===== config.mk =====
export PLATFORM = sky130hd
export DESIGN_NAME = keyspace_sequencer
export DESIGN_NICKNAME = d
export VERILOG_FILES = /design/src/rtl/keyspace_sequencer.sv
export SDC_FILE = /design/constraint.sdc
export NUM_CORES = 1
export LEC_CHECK = 0
export ABC_AREA = 1
export ABC_CLOCK_PERIOD_IN_PS = 8700
export CORE_MARGIN = 10
export CORE_UTILIZATION = 45
export CTS_CLUSTER_DIAMETER = 120
export DETAILED_ROUTE_END_ITERATION = 16
export PLACE_DENSITY = 0.68
export SLEW_MARGIN = 20
export SYNTH_ARGS = -nofsm -noshare
export SYNTH_HDL_FRONTEND = slang
export SYNTH_SLANG_ARGS = --single-unit

===== constraint.sdc =====
create_clock -name clk -period 8.7 [get_ports clk]
set_input_delay 1.74 -clock clk [delete_from_list [all_inputs] [get_ports clk]]
set_output_delay 1.74 -clock clk [all_outputs]
set_load 0.02 [all_outputs]

===== src/rtl/keyspace_sequencer.sv =====
`default_nettype none
// ============================================================================
// Module      : keyspace_sequencer
// Description : Keyspace odometer and length sweep that dispatches one candidate
//               per cycle round-robin to NCORES hash cores. Optional candidate
//               counter is enabled by defining KS_PROGRESS_EN.
// Revision    : 1.0 - initial release
// ============================================================================
module keyspace_sequencer #(
    parameter int MAXLEN = 16,
    parameter int NCORES = 4,
    parameter int LW     = 5,
    parameter int CW     = 2
) (
    input  logic                clk,
    input  logic                rst_n,
    input  logic                cfg_load,
    input  logic [7:0]          cfg_numchars,
    input  logic [LW-1:0]       cfg_min_len,
    input  logic [LW-1:0]       cfg_max_len,
    input  logic                start,
    input  logic                abort,
    input  logic [NCORES-1:0]   core_ready,
    output logic                out_valid,
    output logic [CW-1:0]       out_core,
    output logic [8*MAXLEN-1:0] out_idx,
    output logic [LW-1:0]       out_len,
    input  logic                match_valid,
    input  logic [CW-1:0]       match_core,
    output logic                busy,
    output logic                exhausted,
    output logic                found,
    output logic [CW-1:0]       found_core,
`ifdef KS_PROGRESS_EN
    output logic [47:0]         cand_count,
`endif
    output logic                cfg_err
);

    typedef enum logic [1:0] {
        S_IDLE = 2'd0,
        S_RUN  = 2'd1,
        S_DONE = 2'd2
    } state_t;

    state_t          r_state;
    logic [7:0]      r_numchars;
    logic [LW-1:0]   r_min_len;
    logic [LW-1:0]   r_max_len;
    logic            r_cfg_loaded;
    logic [7:0]      r_digit [MAXLEN];
    logic [LW-1:0]   r_len;
    logic [CW-1:0]   r_rr_ptr;

    logic [7:0]      w_digit_nxt [MAXLEN];
    logic            w_wrap_all;
    logic            w_any;
    logic [CW-1:0]   w_pick;
    logic [CW-1:0]   w_c;
    logic            w_cfg_illegal;
    logic            w_xfer;

    assign w_cfg_illegal = (cfg_numchars == 8'd0) || (cfg_numchars > 8'd127) ||
                           (cfg_min_len == '0) || (cfg_min_len > cfg_max_len) ||
                           (cfg_max_len > LW'(MAXLEN));

    // First ready core at or after the round-robin pointer.
    always_comb begin
        w_any  = 1'b0;
        w_pick = '0;
        w_c    = '0;
        for (int k = 0; k < NCORES; k++) begin
            w_c = CW'((int'(r_rr_ptr) + k) % NCORES);
            if (!w_any && core_ready[w_c]) begin
                w_any  = 1'b1;
                w_pick = w_c;
            end
        end
    end

    // Ripple increment over the active digits; w_wrap_all is the carry out of digit len-1.
    always_comb begin
        w_wrap_all = 1'b1;
        for (int i = 0; i < MAXLEN; i++) begin
            w_digit_nxt[i] = r_digit[i];
            if (w_wrap_all && (LW'(i) < r_len)) begin
                if (r_digit[i] == r_numchars - 8'd1) begin
                    w_digit_nxt[i] = 8'd0;
                end else begin
                    w_digit_nxt[i] = r_digit[i] + 8'd1;
                    w_wrap_all     = 1'b0;
                end
            end
        end
    end

    assign busy      = (r_state == S_RUN);
    assign out_valid = busy && w_any;
    assign out_core  = w_pick;
    assign out_len   = r_len;
    assign w_xfer    = out_valid;

    generate
        for (genvar gi = 0; gi < MAXLEN; gi++) begin : g_idx
            assign out_idx[8*gi +: 8] = r_digit[gi];
        end
    endgenerate

    always_ff @(posedge clk or negedge rst_n) begin
        if (!rst_n) begin
            r_state      <= S_IDLE;
            r_numchars   <= '0;
            r_min_len    <= '0;
            r_max_len    <= '0;
            r_cfg_loaded <= 1'b0;
            r_digit      <= '{default: '0};
            r_len        <= '0;
            r_rr_ptr     <= '0;
            exhausted    <= 1'b0;
            found        <= 1'b0;
            found_core   <= '0;
            cfg_err      <= 1'b0;
        end else if (abort) begin
            r_state   <= S_IDLE;
            exhausted <= 1'b0;
            found     <= 1'b0;
        end else begin
            case (r_state)
                S_IDLE: begin
                    if (cfg_load) begin
                        r_numchars   <= cfg_numchars;
                        r_min_len    <= cfg_min_len;
                        r_max_len    <= cfg_max_len;
                        r_cfg_loaded <= 1'b1;
                        cfg_err      <= w_cfg_illegal;
                    end else if (start && r_cfg_loaded && !cfg_err) begin
                        r_digit   <= '{default: '0};
                        r_len     <= r_min_len;
                        r_rr_ptr  <= '0;
                        exhausted <= 1'b0;
                        found     <= 1'b0;
                        r_state   <= S_RUN;
                    end
                end
                S_RUN: begin
                    if (w_xfer) begin
                        r_rr_ptr <= (w_pick == CW'(NCORES - 1)) ? '0 : w_pick + CW'(1);
                        // A full wrap leaves every digit at zero, ready for the next length.
                        r_digit  <= w_digit_nxt;
                        if (w_wrap_all) begin
                            if (r_len < r_max_len) begin
                                r_len <= r_len + LW'(1);
                            end else begin
                                exhausted <= 1'b1;
                                r_state   <= S_DONE;
                            end
                        end
                    end
                    if (match_valid) begin
                        found      <= 1'b1;
                        found_core <= match_core;
                        r_state    <= S_DONE;
                    end
                end
                S_DONE: begin
                    if (match_valid && !found) begin
                        found      <= 1'b1;
                        found_core <= match_core;
                    end
                end
                default: r_state <= S_IDLE;
            endcase
        end
    end

`ifdef KS_PROGRESS_EN
    logic [47:0] r_cand_count;

    always_ff @(posedge clk or negedge rst_n) begin
        if (!rst_n) begin
            r_cand_count <= '0;
        end else if (abort) begin
            r_cand_count <= '0;
        end else if ((r_state == S_IDLE) && !cfg_load && start && r_cfg_loaded && !cfg_err) begin
            r_cand_count <= '0;
        end else if (w_xfer && (r_cand_count != '1)) begin
            r_cand_count <= r_cand_count + 48'd1;
        end
    end

    assign cand_count = r_cand_count;
`endif

endmodule
`default_nettype wire


==> out/qor.yml, run 1 <==
cts_buffers: 17
die_area_um2: 32000
yosysSeqAreaShare: 0.354
critical_path_class: "input pin to output pin"
die_w_um: 179
synthArstFlopShare: 1.00
areaGrowthSynthToFinish_pct: 22.6
internal_power_w: 0.00259
syn_area_um2: 11400
synth_seq_cells: 161
layout_commonest_cell: "nand2_1"
io_pins: 172
fin_crit_sh: 0.690
cts_tree: "built"
power.density_nw_per_um2: 387
grt_pass1_vias: 10900
synth_top_cell_area_share: 0.354
clk_pin_slew_ps: 70
post_cts_buffers: 0
crit_path_end_kind: "output pin"
antenna_found_initial: 0
p_leak_nw: 6.09
dr.first_iter.drc_count: 907
place_congestion: 0.911
grt_first_pass_wirelength_um: 56800
synth_warnings: 0
grt_max_degree: 90
worstSkewPairLatency_ps: 430
gr-total-overflow: 0
ir_drop_uv: 191
combPwrFrac: 0.600
pwr-share-seq: 0.257
hold_buffers: 0
maxSlewViolCount: 0
finalSetupViolCount: 0
finalClockSkew_ps: 9.55
grt_use_total: 0.222
cts_resized: 0
fin_util: 0.557
syn_inst: 1574
drc: 0
core-area_um2: 25000
cp-start-kind: "input pin"
wirelength_um: 35900
relSlewSlack: 0.259
die_h_um: 179
avgViaCountPerCell: 5.46
min_period_ps: 6000
ant_nets: 0
syn-num-nets: 1635
cts-root-buf: "clkbuf_16"
p_switching_w: 0.00282
synth-edff-count: 0
dr.pass1.iters: 5
ys.flop_type: "dfrtp_1"
critPathMaxFanout: 3
synth_cell_types: 62
cts_max_level: 4
final_layout_size_suffix_gt1_frac: 0.0590
dp_hpwl_um: 25800
critPathRequiredTime_ps: 6960
fmax_mhz: 167
synthTopCellsByArea: "dfrtp_1 (35%), nand2_1 (11%), inv_1 (7.1%)"
switching_share: 0.521
arrival_ps: 4260
status: "finished clean"
clock_path_buffers: 2
syn_area_per_cell_um2: 7.23
start_util: 0.454
fin_ws_ps: 2700
maxCapViolCount: 0
holdWs_ps: 480
detailedPlace.worstSlack_ps: 2750
worst_pin_slew_ps: 1110
diodes: 0
mostFrequentLayoutCells: "nand2_1 (344), inv_1 (216), clkdlybuf4s50_1 (170)"
clock-sinks: 161
port_buffers: 171
nNetsFinal: 1795
synth_area_leader_cell: "dfrtp_1"
finalHoldViolations: 0
rows: 58
vias: 11300
p_clk_frac: 0.143
setup_tns_ps: 0
holdCritPathClass: "flip-flop to flip-flop"
post_drt_wl_per_cell_um: 17.3
rsz0062_at_grt: "no"
[power by group through the flow]
| stage | Clock [W] | Combinational [W] | Sequential [W] |
|---|---|---|---|
| final | 0.000770 | 0.00324 | 0.00139 |
| after global routing | 0.000812 | 0.00356 | 0.00143 |
| after CTS | 0.000776 | 0.00324 | 0.00138 |
| after detailed placement | 0 | 0.00322 | 0.00139 |
| after global placement | 0 | 0.00316 | 0.00139 |
| after floorplan | 0 | 0.00186 | 0.00156 |
[sequential cells by signal (all words and copies together), names as in the netlist]
signal and flops:
found_core 2, r_max_len 5, r_rr_ptr 2, out_idx 128, cfg_err 1, r_state 2, r_min_len 5, r_cfg_loaded 1
r_numchars 8, found 1, exhausted 1, out_len 5
[critical path: stages]
cell and delay (ps):
clkdlybuf4s50_1 420, or2_2 290, o21ai_0 80, inv_1 70
a21oi_1 200, inv_1 70, nor2_1 160, nand2_1 70
nor2_1 360, inv_1 110, nand2_1 80, inv_1 80
clkdlybuf4s50_1 540
[final cells by class]
| class | instances | area [µm²] |
|---|---|---|
| inverters | 223 | 840 |
| well taps | 330 | 413 |
| clock buffers | 20 | 457 |
| multi-input cells | 1155 | 6330 |
| repair buffers | 176 | 1750 |
| clock inverters | 12 | 133 |
| fillers | 2426 | 11100 |
| flip-flops and latches | 161 | 4030 |
[cells in the mapped netlist (3+ instances only)]
library cell    n
nor2_4          4
o21ai_0       101
a31oi_1         7
clkbuf_1       12
o21a_1          4
nand2_2        14
nor2_1        142
dfrtp_1       161
o2111ai_1       6
buf_1           4
o21bai_1        7
buf_2          12
nand2_4         6
mux2i_1         7
nand3_1        89
xnor2_1         7
nand2_1       344
buf_4           4
buf_6           3
a21oi_4         4
nand3_2         5
nor4_1         18
inv_1         216
nand3b_1        7
o22ai_1        11
nor3_2          3
inv_2           4
nand4_1        48
ha_1           31
nor2_2          4
or2_2           7
nor3b_1        29
a21oi_1        54
and3_1          5
o21ai_1        13
xor2_1         66
a22oi_1         3
a211oi_1        8
o31ai_1         8
nor3_1         67
o211ai_1        3
[metrics by stage]
stage | std cells | total power, W | area [µm²]
after detailed placement | 2045 | 0.00461 | 13400
after floorplan | 1574 | 0.00341 | 11400
after global placement | 2045 | 0.00456 | 13400
final | 2077 | 0.00540 | 13900
after CTS | 2077 | 0.00540 | 13900
after global routing | 2077 | 0.00580 | 13900
[cell families (layout without fill, tap and decap cells)]
logic type / Yosys count / in the layout / synth area share
flops: 161 / 161 / 0.354
simple gates: 798 / 798 / 0.329
mux: 9 / 9 / 0.00814
fa+ha+maj: 31 / 31 / 0.0341
buf+inv: 258 / 431 / 0.0900
xor+xnor: 73 / 73 / 0.0562
compound gates: 244 / 244 / 0.128
[routing by layer]
metal | track usage | vias to the layer above | wire, µm
li1 | - | 5559 | -
met1 | 0.290 | 5349 | 15900
met2 | 0.362 | 395 | 16600
met3 | 0.0463 | 42 | 2760
met4 | 0.0627 | 0 | 605
met5 | 0 | - | 0
[final timing paths]
kind	startpoint	to	slack [ps]	cells after the start
max	core_ready[0]	out_valid	2700	13
max in group asynchronous	rst_n	out_idx[52]	5820	2
max reg2reg	r_numchars[0]	out_idx[85]	3140	20
min reg2reg	r_cfg_loaded	r_cfg_loaded	480	1
min in group asynchronous	rst_n	found_core[0]	1370	1
min	r_cfg_loaded	r_cfg_loaded	480	1
(Power assumes the default switching activity.)
==> run 2: changes to the inputs <==
--- a/config.mk
+++ b/config.mk
@@ -6,12 +6,12 @@
 export NUM_CORES = 1
 export LEC_CHECK = 0
 export ABC_AREA = 1
-export ABC_CLOCK_PERIOD_IN_PS = 8700
+export ABC_CLOCK_PERIOD_IN_PS = 4800
 export CORE_MARGIN = 10
 export CORE_UTILIZATION = 45
 export CTS_CLUSTER_DIAMETER = 120
 export DETAILED_ROUTE_END_ITERATION = 16
-export PLACE_DENSITY = 0.68
+export PLACE_DENSITY = 0.71
 export SLEW_MARGIN = 20
 export SYNTH_ARGS = -nofsm -noshare
 export SYNTH_HDL_FRONTEND = slang
==> constraint.sdc (replaced) <==
create_clock -name clk -period 4.8 [get_ports clk]
set_input_delay 0.96 -clock clk [delete_from_list [all_inputs] [get_ports clk]]
set_output_delay 0.96 -clock clk [all_outputs]
set_load 0.02 [all_outputs]
==> out/qor.yml, run 2 (synthesis results as in run 1) <==
start_util: 0.454  # unchanged
wirelength_um: 36300  # was 35900 µm
clock-sinks: 161  # unchanged
worst_pin_slew_ps: 976  # was 1110 ps
power.density_nw_per_um2: 706  # was 387 nW/µm²
critical_path_class: "input pin to output pin"  # unchanged
fin_crit_sh: 0.916
clk_pin_slew_ps: 70  # about the same
dr.pass1.iters: 5  # unchanged
cts_resized: 0  # unchanged
dpl_cell_area_um2: 13400  # about the same
setup_tns_ps: 0  # unchanged
ant_nets: 0  # unchanged
crit_path_end_kind: "output pin"  # unchanged
finalSetupViolCount: 0  # unchanged
grt_pass1_vias: 10700  # was 10900
finalClockSkew_ps: 16.3  # was 9.55 ps
post_drt_wl_per_cell_um: 17.4  # was 17.3 µm
antenna_found_initial: 1  # was 0
grt_first_pass_wirelength_um: 57700  # was 56800 µm
layout_commonest_cell: "nand2_1"  # unchanged
die_h_um: 179  # unchanged
cts_buffers: 17  # unchanged
grt_use_total: 0.227  # was 0.222
gr-total-overflow: 0  # unchanged
maxCapViolCount: 0  # unchanged
holdCritPathClass: "flip-flop to flip-flop"  # unchanged
min_period_ps: 4400
grt_max_degree: 103  # was 90
dp.cells: 2051  # was 2045
p_leak_nw: 6.14  # was 6.09 nW
hold_buffers: 0  # unchanged
clock_path_buffers: 2  # unchanged
diodes: 0  # unchanged
final_cell_count_no_fill: 2083  # was 2077
vias: 11400  # was 11300
relSlewSlack: 0.350  # was 0.259
die_area_um2: 32000  # unchanged
postLayoutCellArea_um2: 14000  # was 13900 µm²
die_w_um: 179  # unchanged
mostFrequentLayoutCells: "nand2_1 (344), inv_1 (216), clkdlybuf4s50_1 (170)"  # unchanged
critPathRequiredTime_ps: 3840  # was 6960 ps
dp_hpwl_um: 26200  # was 25800 µm
port_buffers: 171  # unchanged
holdWs_ps: 475  # was 480 ps
post_cts_buffers: 0  # unchanged
nNetsFinal: 1801  # was 1795
avgViaCountPerCell: 5.47  # was 5.46
largest_reg_flops: 128  # unchanged
status: "finished clean"  # unchanged
place_congestion: 0.931  # was 0.911
drc: 0  # unchanged
cts-root-buf: "clkbuf_16"  # unchanged
worstSkewPairLatency_ps: 440  # was 430 ps
cp-start-kind: "input pin"  # unchanged
cts_max_level: 4  # unchanged
maxSlewViolCount: 0  # unchanged
io_pins: 172  # unchanged
final_layout_size_suffix_gt1_frac: 0.0627  # was 0.0590
core-area_um2: 25000  # unchanged
cts_tree: "built"  # unchanged
rsz0062_at_grt: "no"  # unchanged
fmax_mhz: 227
arrival_ps: 3440  # was 4260 ps
areaGrowthSynthToFinish_pct: 23.1  # was 22.6%
dr.first_iter.drc_count: 1291  # was 907
finalHoldViolations: 0  # unchanged
rows: 58  # unchanged
ir_drop_uv: 410  # was 191 µV
critPathMaxFanout: 3  # unchanged
finalPower_w: 0.00988  # was 0.00540 W
run 2: cell count changes in the layout (fill, tap and decap cells not counted), sizes merged:
| cell | before | now |
|---|---|---|
| inv | 223 | 221 |
| buf | 6 | 12 |
| clkbuf | 20 | 19 |
| clkinvlp | 6 | 3 |
| clkinv | 4 | 10 |
run 2: power breakdown:
group	internal [W]	switching, W	total [W]	leakage, nW
Clock	0.000792	0.000591	0.00138	0.285
Sequential	0.00185	0.000697	0.00255	2.15
Combinational	0.00209	0.00386	0.00596	3.70
run 2: metal layers:
metal  up-vias  track usage  routed length (µm)
met2       441        0.364               16800
met4         0       0.0713                 765
met5         -            0                   0
met1      5324        0.302               15600
met3        56       0.0430                3130
li1       5576            -                   -
run 2: worst max-delay path, cell delays in order:
cell	delay (ps)
clkdlybuf4s50_1	420
or2_2	290
o21ai_0	70
inv_1	70
a21oi_1	180
inv_1	70
nor2_1	150
nand2_1	70
nor2_1	370
inv_1	120
nand2_1	80
inv_1	50
clkdlybuf4s50_1	550
run 2: worst paths after layout:
path / startpoint / endpoint / slack (ps) / cells past startpoint
hold / removal: r_cfg_loaded / r_cfg_loaded / 480 / 1
min in group asynchronous: rst_n / out_idx[23] / 650 / 1
hold reg to reg: r_cfg_loaded / r_cfg_loaded / 480 / 1
max in group asynchronous: rst_n / out_idx[82] / 3280 / 2
setup / recovery: core_ready[0] / out_valid / 400 / 13
setup reg to reg: r_numchars[0] / out_idx[86] / 670 / 19
run 2: stage by stage:
| stage | utilization | setup WS, ps |
|---|---|---|
| after floorplan | - | 1390 |
| after detailed placement | 0.536 | 439 |
| after CTS | 0.559 | 431 |
| final | 0.559 | 402 |
| after global placement | 0.536 | 486 |
| after global routing | 0.559 | 184 |
run 2: cell type report:
| cell class | count | area, µm² |
|---|---|---|
| clock buffers | 19 | 453 |
| flip-flops and latches | 161 | 4030 |
| clock inverters | 13 | 138 |
| repair buffers | 182 | 1810 |
| fillers | 2361 | 11000 |
| multi-input cells | 1155 | 6330 |
| inverters | 223 | 840 |
| well taps | 330 | 413 |
==> run 3: changes to the inputs <==
--- a/config.mk
+++ b/config.mk
@@ -9,6 +9,7 @@
 export ABC_CLOCK_PERIOD_IN_PS = 4800
 export CORE_MARGIN = 10
 export CORE_UTILIZATION = 45
+export CTS_BUF_LIST = sky130_fd_sc_hd__clkbuf_4
 export CTS_CLUSTER_DIAMETER = 120
 export DETAILED_ROUTE_END_ITERATION = 16
 export PLACE_DENSITY = 0.71
==> out/qor.yml, run 3 (synthesis results as in run 1) <==
status: "finished clean"  # unchanged
rsz0062_at_grt: "no"  # unchanged
p_leak_nw: 5.99  # was 6.14 nW
fin_util: 0.547  # was 0.559
maxSlewViolCount: 0  # unchanged
final_cell_count_no_fill: 2084  # was 2083
cp-start-kind: "input pin"  # unchanged
gr-usage-met2: 0.365  # was 0.364
max_stage_delay_ps: 550  # about the same
use_met3: 0.0415  # was 0.0430
areaGrowthSynthToFinish_pct: 20.3  # was 23.1%
busiest_layer: "met2"  # unchanged
largest_reg_flops: 128  # unchanged
core-area_um2: 25000  # unchanged
power.density_nw_per_um2: 681  # was 706 nW/µm²
nNetsFinal: 1801  # unchanged
hold_buffers: 0  # unchanged
fin_ws_ps: 368  # was 402 ps
maxCapViolCount: 0  # unchanged
cp_common_cell: "inv_1"  # unchanged
io_pins: 172  # unchanged
antenna_found_initial: 2  # was 1
start_util: 0.454  # unchanged
cts_resized: 0  # unchanged
wirelength_um: 36200  # was 36300 µm
cts_buffers: 17  # unchanged
critical_path_class: "input pin to output pin"  # unchanged
port_buffers: 171  # unchanged
detailedPlace.worstSlack_ps: 439  # unchanged
dr.first_iter.drc_count: 1204  # was 1291
cts_tree: "built"  # unchanged
rows: 58  # unchanged
cts_max_level: 4  # unchanged
finalHoldViolations: 0  # unchanged
post_drt_wl_per_cell_um: 17.4  # about the same
finalClockSkew_ps: 37.2  # was 16.3 ps
dp.cells: 2051  # unchanged
holdCritPathClass: "input pin to async pin"  # was flip-flop to flip-flop
worst_pin_slew_ps: 978  # was 976 ps
fmax_mhz: 226  # was 227 MHz
arrival_ps: 3470  # was 3440 ps
holdWs_ps: 437  # was 475 ps
die_area_um2: 32000  # unchanged
gr-usage-met1: 0.301  # was 0.302
final_layout_size_suffix_gt1_frac: 0.0616  # was 0.0627
dp_hpwl_um: 26200  # unchanged
critPathRequiredTime_ps: 3840  # about the same
min_period_ps: 4430  # was 4400 ps
critPathMaxFanout: 3  # unchanged
die_h_um: 179  # unchanged
crit_path_end_kind: "output pin"  # unchanged
worstSkewPairLatency_ps: 610  # was 440 ps
path_cells: "clkdlybuf4s50_1 > or2_2 > o21ai_0 > inv_1 > a21oi_1 > inv_1 > nor2_1 > nand2_1 > nor2_1 > inv_1 > nand2_1 > inv_1 > clkdlybuf4s50_1"  # unchanged
post_cts_buffers: 0  # unchanged
fin_crit_sh: 0.923  # was 0.916
grt_first_pass_wirelength_um: 57400  # was 57700 µm
cts-root-buf: "clkbuf_4"  # was clkbuf_16
relSlewSlack: 0.348  # was 0.350
gr-total-overflow: 0  # unchanged
clock_path_buffers: 2  # unchanged
dr.pass1.iters: 5  # unchanged
avgViaCountPerCell: 5.47  # about the same
grt_pass1_vias: 10700  # about the same
die_w_um: 179  # unchanged
grt_max_degree: 103  # unchanged
mostFrequentLayoutCells: "nand2_1 (344), inv_1 (216), clkdlybuf4s50_1 (170)"  # unchanged
cp_num_buf_inv: 6  # unchanged
cp_top_family: "buffers and inverters"  # unchanged
vias: 11400  # about the same
ir_drop_uv: 434  # was 410 µV
finalSetupViolCount: 0  # unchanged
drc: 0  # unchanged
ant_nets: 0  # unchanged
grt_use_total: 0.226  # was 0.227
clk_pin_slew_ps: 160  # was 70 ps
setup_tns_ps: 0  # unchanged
clock-sinks: 161  # unchanged
slowest_stage: "clkdlybuf4s50_1"  # unchanged
place_congestion: 0.931  # unchanged
layout_commonest_cell: "nand2_1"  # unchanged
## run 3: per-layer routing
layer / part of all wire / vias to the layer above
met3: 0.080 / 48
met2: 0.47 / 426
met1: 0.43 / 5347
met4: 0.019 / 0
met5: 0 / -
li1: - / 5580
## run 3: power breakdown
group / internal, W / total (W) / switching (W)
logic: 0.00209 / 0.00595 / 0.00386
clock network: 0.000303 / 0.000835 / 0.000532
registers: 0.00184 / 0.00253 / 0.000693
## run 3: area by class of cell
cell class                      instances  area, µm²
Sequential cell                       161       4030
Timing Repair Buffer                  182       1810
Clock buffer                           17        128
Clock inverter                         15        145
Multi-Input combinational cell       1155       6330
Fill cell                            2406      11300
Tap cell                              330        413
Antenna cell                            1       2.50
Inverter                              223        840
## run 3: final timing paths
check	from	end	cells after the start	slack [ps]
setup / recovery	core_ready[0]	out_valid	13	370
hold / removal	rst_n	out_idx[23]	1	440
setup reg to reg	r_numchars[0]	out_idx[86]	19	680
hold reg to reg	r_cfg_loaded	r_cfg_loaded	1	490
max in group asynchronous	rst_n	out_idx[82]	2	3460
min in group clk	r_cfg_loaded	r_cfg_loaded	1	490
## run 3: worst reg2reg max path, cell delays in order, from the launching register on
cell       delay [ps]
dfrtp_1           430
inv_4             250
ha_1              350
inv_1              90
nand2_1            80
nand2_2           360
xor2_1            280
nor3_2            170
nand3_1           170
nand2_1           190
nand4_4           120
a21oi_4           170
o2111ai_2         180
nor2_4            160
nand2_1            80
nor3_1            160
o21ai_1            80
buf_4             230
a21oi_1           350
nor3b_1           110
## run 3: through the flow
| step | cell area (µm²) | total power, W |
|---|---|---|
| floorplan | 11400 | 0.00619 |
| global placement | 13400 | 0.00831 |
| detailed placement | 13400 | 0.00844 |
| CTS | 13700 | 0.00930 |
| global route | 13700 | 0.0101 |
| finish | 13700 | 0.00932 |
